--- src/rtl/mips_run_ctrl.sv ---
// Run/step/halt sequencer for the single-cycle MIPS core: gates PC advance,
// services SYSCALL (halt or print $a0) and keeps execution statistics.
module mips_run_ctrl #(
    parameter int unsigned CNT_W     = 32,
    parameter int unsigned HALT_CODE = 10
) (
    input  logic             clk,
    input  logic             rst_n,
    input  logic             go_btn,
    input  logic             step_btn,
    input  logic             step_mode,
    input  logic             Syscall,
    input  logic             Jmp,
    input  logic             Branch_taken,
    input  logic [31:0]      v0,
    input  logic [31:0]      a0,
    output logic             pc_en,
    output logic             running,
    output logic             halted,
    output logic [31:0]      disp_data,
    output logic [CNT_W-1:0] cycle_cnt,
    output logic [CNT_W-1:0] jmp_cnt,
    output logic [CNT_W-1:0] br_cnt
);

    localparam int unsigned DATA_W = 32;
    localparam logic [CNT_W-1:0] CNT_MAX = '1;

    typedef enum logic [1:0] {
        IDLE = 2'd0,
        RUN  = 2'd1,
        STEP = 2'd2,
        HALT = 2'd3
    } state_e;

    state_e             state_q, state_d;
    logic               go_q, step_q;
    logic               running_q, running_d;
    logic               halted_q, halted_d;
    logic [DATA_W-1:0]  disp_q, disp_d;
    logic [CNT_W-1:0]   cyc_q, cyc_d;
    logic [CNT_W-1:0]   jmp_q, jmp_d;
    logic [CNT_W-1:0]   br_q, br_d;

    logic go_rise, step_rise, exec, is_halt_code, halt_sys;

    // Button edge detection and instruction-completion qualifiers
    assign go_rise      = go_btn & ~go_q;
    assign step_rise    = step_btn & ~step_q;
    assign exec         = (state_q == RUN) | ((state_q == STEP) & step_rise);
    assign is_halt_code = (v0 == DATA_W'(HALT_CODE));
    assign halt_sys     = exec & Syscall & is_halt_code;

    // PC holds on the halting syscall so it still points at it while halted
    assign pc_en = exec & ~halt_sys;

    assign running   = running_q;
    assign halted    = halted_q;
    assign disp_data = disp_q;
    assign cycle_cnt = cyc_q;
    assign jmp_cnt   = jmp_q;
    assign br_cnt    = br_q;

    // State register, button history and statistics
    always_ff @(posedge clk or negedge rst_n) begin
        if (!rst_n) begin
            state_q   <= IDLE;
            go_q      <= 1'b1;
            step_q    <= 1'b1;
            running_q <= 1'b0;
            halted_q  <= 1'b0;
            disp_q    <= '0;
            cyc_q     <= '0;
            jmp_q     <= '0;
            br_q      <= '0;
        end else begin
            state_q   <= state_d;
            go_q      <= go_btn;
            step_q    <= step_btn;
            running_q <= running_d;
            halted_q  <= halted_d;
            disp_q    <= disp_d;
            cyc_q     <= cyc_d;
            jmp_q     <= jmp_d;
            br_q      <= br_d;
        end
    end

    // Next-state, status decode, display latch and saturating counters
    always_comb begin
        state_d = state_q;
        disp_d  = disp_q;
        cyc_d   = cyc_q;
        jmp_d   = jmp_q;
        br_d    = br_q;

        unique case (state_q)
            IDLE: begin
                if (go_rise) begin
                    state_d = step_mode ? STEP : RUN;
                end
            end
            RUN: begin
                if (halt_sys) begin
                    state_d = HALT;
                end else if (step_mode) begin
                    state_d = STEP;
                end
            end
            STEP: begin
                if (halt_sys) begin
                    state_d = HALT;
                end else if (!step_mode) begin
                    state_d = RUN;
                end
            end
            HALT: begin
                state_d = HALT;
            end
            default: begin
                state_d = IDLE;
            end
        endcase

        if (exec) begin
            if (Syscall && !is_halt_code) begin
                disp_d = a0;
            end
            if (cyc_q != CNT_MAX) begin
                cyc_d = cyc_q + CNT_W'(1);
            end
            if (Jmp && (jmp_q != CNT_MAX)) begin
                jmp_d = jmp_q + CNT_W'(1);
            end
            if (Branch_taken && (br_q != CNT_MAX)) begin
                br_d = br_q + CNT_W'(1);
            end
        end

        running_d = (state_d == RUN) || (state_d == STEP);
        halted_d  = (state_d == HALT);
    end

endmodule

--- config.mk ---
export PLATFORM = sky130hd
export DESIGN_NAME = mips_run_ctrl
export DESIGN_NICKNAME = d
export VERILOG_FILES = /design/src/rtl/mips_run_ctrl.sv
export SDC_FILE = /design/constraint.sdc
export NUM_CORES = 1
export LEC_CHECK = 0
export BUFFER_PORTS_ARGS = -buffer_cell sky130_fd_sc_hd__buf_2
export CORE_MARGIN = 8
export CORE_UTILIZATION = 55
export DETAILED_ROUTE_END_ITERATION = 7
export PLACE_DENSITY = 0.92
export SLEW_MARGIN = 25
export SYNTH_ARGS = -nofsm -noshare
export SYNTH_HDL_FRONTEND = slang
export SYNTH_SLANG_ARGS = --single-unit
--- constraint.sdc ---
create_clock -name clk -period 5.82 [get_ports clk]
set_clock_uncertainty 0.05 [all_clocks]
set_input_delay 0.582 -clock clk [delete_from_list [all_inputs] [get_ports clk]]
set_output_delay 0.582 -clock clk [all_outputs]
set_load 0.005 [all_outputs]
# Word-level counts from Yosys, hierarchy flattened
# Index checks and enable logic that the tools add are counted.
# Widths: inputs -> output; s select.
word_totals:
  register_bits: 134
  in_bits: 72
  output_inout_bits: 131
  wordCells: 49
op_classes:
  n_addsub: 3
  eq_ne: 10
  muxes: 7
  bitwise_logic: 10
  reduce_logical: 10
op_table:
  columns: ["operator", "n"]
  rows:
  - ["$add 32x1->32 const B", 3]
  - ["$ne 32x32->1 const B", 3]
  - ["$eq 32x4->1 const B", 1]
  - ["$mux 2", 6]
  - ["$eq 2x2->1 const B", 4]
  - ["$pmux 2 s4", 1]
  - ["$reduce_and 2->1", 4]
  - ["$and 1x1->1", 6]
  - ["$eq 2x1->1 const B", 2]
  - ["$logic_and 1x1->1", 3]
  - ["$not 1->1", 3]
  - ["$logic_not 2->1", 1]
  - ["$logic_not 1->1", 1]
  - ["$logic_or 1x1->1", 1]
  - ["$or 1x1->1", 1]

# Longest topological paths before layout
depth:
  ltp_word: 10
  mapped_depth: 8
  depth_no_buf: 6

# Worst setup path before layout
# No wires, ideal clock.
synth_timing:
  path_kind: "register -> register"
  startpoint: "reg br_q[0], in the netlist br_cnt[0]"
  endpoint: "reg br_q[10], in the netlist br_cnt[10]"
  setup_ps: 125
  t_arrival_ps: 2015
  t_required_ps: 5645
  setup_slack_ps: 3630
  stages_incl_launch_ff: 9
  path_cell_list: "dfrtp_1 > ha_1 > clkbuf_1 > and4_1 > and4_1 > a31oi_1 > clkbuf_1 > nand4_1 > xnor2_1"
synth_via:
  elab_chain_cells: 3
synth_lines:
  columns: ["item", "line", "text"]
  rows:
  - ["start, declared", "43", "logic [CNT_W-1:0] br_q, br_d;"]
  - ["start signal, assigned", "85", "br_q <= br_d;"]
  - ["parallel branches: the longest is 3 deep, another holds $add 32x1->32", null, null]
# Parallel ways; which one is timed is not known.
# A chain may end at the register's enable or synchronous reset.

# Worst setup path after layout
layout_timing:
  startpoint: "reg jmp_q[0], in the netlist jmp_cnt[0]"
  endpoint: "reg jmp_q[1], in the netlist jmp_cnt[1]"
layout_via:
  elab_chain_cells: 3
layout_lines:
  columns: ["item", "line", "text"]
  rows:
  - ["start, declared", "42", "logic [CNT_W-1:0] jmp_q, jmp_d;"]
  - ["start signal, assigned", "84", "jmp_q <= jmp_d;"]
  - ["parallel branches: the longest is 3 deep, another holds $add 32x1->32", null, null]
# Parallel ways; which one is timed is not known.

==> flow_summary.ini <==
[sta]
layout_setup_ws_ps = 3060
whs_ps = 49.8
clock.fmax_mhz = 363
hold_viol_final = 0
slew_headroom = 0.506
period_share = 0.474
fin_crit_ps = 2760
finalSetupViolCount = 0
rsz0062_at_grt = no
fin_setup_tns_ps = 0
final_max_slew_viol_count = 0
tightest_slew_ps = 735

[critical_path]
cp_max_fo = 15
critPathKind = reg2reg
worstPathRequired_ps = 6170
startpoint_type = register
arrival_ps = 3110
critPathCaptureType = register

[power_and_ir_drop]
p_leak_nw = 4.07
p_per_area_mw_per_mm2 = 382
vdd_drop_max_mv = 0.243

[floorplan]
initial_core_util = 0.565
die_h_um = 122
dieWidth_um = 122
ioPinCount = 203
coreArea_mm2 = 0.0109
die_area_mm2 = 0.0148
placementRows = 38

[yosys]
synth-edff-count = 0
synth_seq_cells = 134
synth_fp_nets = 607
synth_async_sr_flop_share = 1.00
ys.flop_type = dfrtp_1
syn_area_mm2 = 0.00615
seq_area_frac_synth = 0.546
synthCells = 531
yosysWarnings = 0
ys_types = 48
syn_avg_cell_area_um2 = 11.6

[drt]
ant_nets = 0
firstDrtPassIters = 6
drc = 0
viasPerCell = 5.80
drtIter0Drc = 406
vias = 5188
wl_per_cell_um = 19.1
drt_wl_total_mm = 17.1

[clocking]
post_cts_buffers = 0
cts.path.max_buffers = 2
hold_buffers = 0
htree_levels = 4
cts-root-buf = clkbuf_8
path_clk_slew_ps = 60
numCtsBuffers = 17
cts_tree = yes
clk_latency_ps = 510
cts_resized = 0
cts.sinks = 134

[final_layout]
layout_commonest_cell = buf_2
layout-drive-gt1-share = 0.376
stdcell_count = 895
diodes = 0
synthToLayoutAreaGrowth_pct = 29.3
final_cell_mix = 201 x buf_2, 132 x dfrtp_1, 46 x xnor2_1, 46 x xor2_1, 39 x nand3_1
fin_nets = 818

[worst_hold_path]
hp-class = in2async

[placed_design]
detailed_place_hpwl_mm = 12.8
place_ws_ps = 2860
place_congestion = 0.862
placed_cells = 863
io_buffers = 202

[global_routing]
grt_max_degree = 79
grt_pass1_vias = 5249
track_usage = 0.228
grt_pass1_wl_mm = 27.1
antenna_found_initial = 1
overflow = 0

[flow_run]
drv_cap = 0

[run_status]
status = complete, no violations
## critical path, stage by stage (launching register included)
cell and delay (ps):
dfrtp_1 430, ha_1 290, inv_1 110, or3_4 430, nor4_4 640, buf_4 310
nor2_1 90, mux2_2 280
## per-layer routing
metal  track usage  routed length, µm  vias up
met1         0.278               6920     2571
met3        0.0514               1070       43
met5             0                  8        -
li1              -                  -     2350
met2         0.383               8670      222
met4        0.0941                433        2
## per-stage QoR
step | utilization | power [mW] | instance area, µm²
global placement | 0.669 | 1.86 | 7290
floorplan | - | 1.56 | 6150
finish | 0.730 | 3.04 | 7950
CTS | 0.730 | 3.06 | 7950
detailed placement | 0.671 | 1.90 | 7300
global route | 0.730 | 3.18 | 7950
## Yosys cell counts, drive strengths merged, types with 6 or more instances
cell	n	area share
and4	15	0.021
buf	7	0.0071
nand3	40	0.033
xnor2	46	0.066
dfrtp	132	0.54
inv	10	0.0061
nor2	20	0.012
nor4	21	0.025
nor3	29	0.024
nand4	29	0.029
xor2	46	0.066
mux2	34	0.062
nand2	31	0.019
and3	20	0.020
clkbuf	6	0.0037
## registers in the layout (all words and copies together), names as in the netlist
register / flops
br_cnt: 32
cycle_cnt: 32
step_q: 1
state_q: 2
jmp_cnt: 32
go_q: 1
halted: 1
running: 1
disp_data: 32
## logic make-up after synthesis
| logic type | count (synthesis) | share of synthesized area |
|---|---|---|
| AO/OA/AOI/OAI | 17 | 0.0232 |
| XOR/XNOR | 92 | 0.131 |
| adder cells (fa/ha/maj) | 4 | 0.00814 |
| buffers and inverters | 23 | 0.0169 |
| flip-flops | 134 | 0.546 |
| multiplexers | 35 | 0.0639 |
| AND/OR/NAND/NOR | 226 | 0.211 |
## where the power goes
| group | leakage, nW | internal (mW) | switching [mW] | total, mW |
|---|---|---|---|---|
| Sequential | 1.73 | 1.11 | 0.138 | 1.25 |
| Clock | 0.307 | 0.762 | 0.399 | 1.16 |
| Combinational | 2.04 | 0.319 | 0.308 | 0.627 |
| Total | 4.07 | 2.20 | 0.845 | 3.04 |
## cell type report
class                           instances  area [µm²]
Sequential cell                       134        3360
Fill cell                             727        2940
Multi-Input combinational cell        374        2700
Timing Repair Buffer                  205        1040
Clock buffer                           20         445
Clock inverter                         12         200
Tap cell                              140         175
Inverter                               10        37.5
## worst paths after layout
| check | cells past startpoint | slack, ps | to | startpoint |
|---|---|---|---|---|
| worst max-delay path | 7 | 3060 | jmp_cnt[1]$_DFFE_PN0P_ | jmp_cnt[0]$_DFFE_PN0P_ |
| worst min-delay path | 1 | 50 | cycle_cnt[18]$_DFFE_PN0P_ | rst_n |
| worst max register to register | 7 | 3060 | jmp_cnt[1]$_DFFE_PN0P_ | jmp_cnt[0]$_DFFE_PN0P_ |
| worst min register to register | 1 | 430 | jmp_cnt[18]$_DFFE_PN0P_ | jmp_cnt[18]$_DFFE_PN0P_ |
| max in group asynchronous | 2 | 4470 | cycle_cnt[4]$_DFFE_PN0P_ | rst_n |
| min in group clk | 1 | 120 | step_q$_DFF_PN1_ | step_btn |
(Power assumes the default switching activity.)
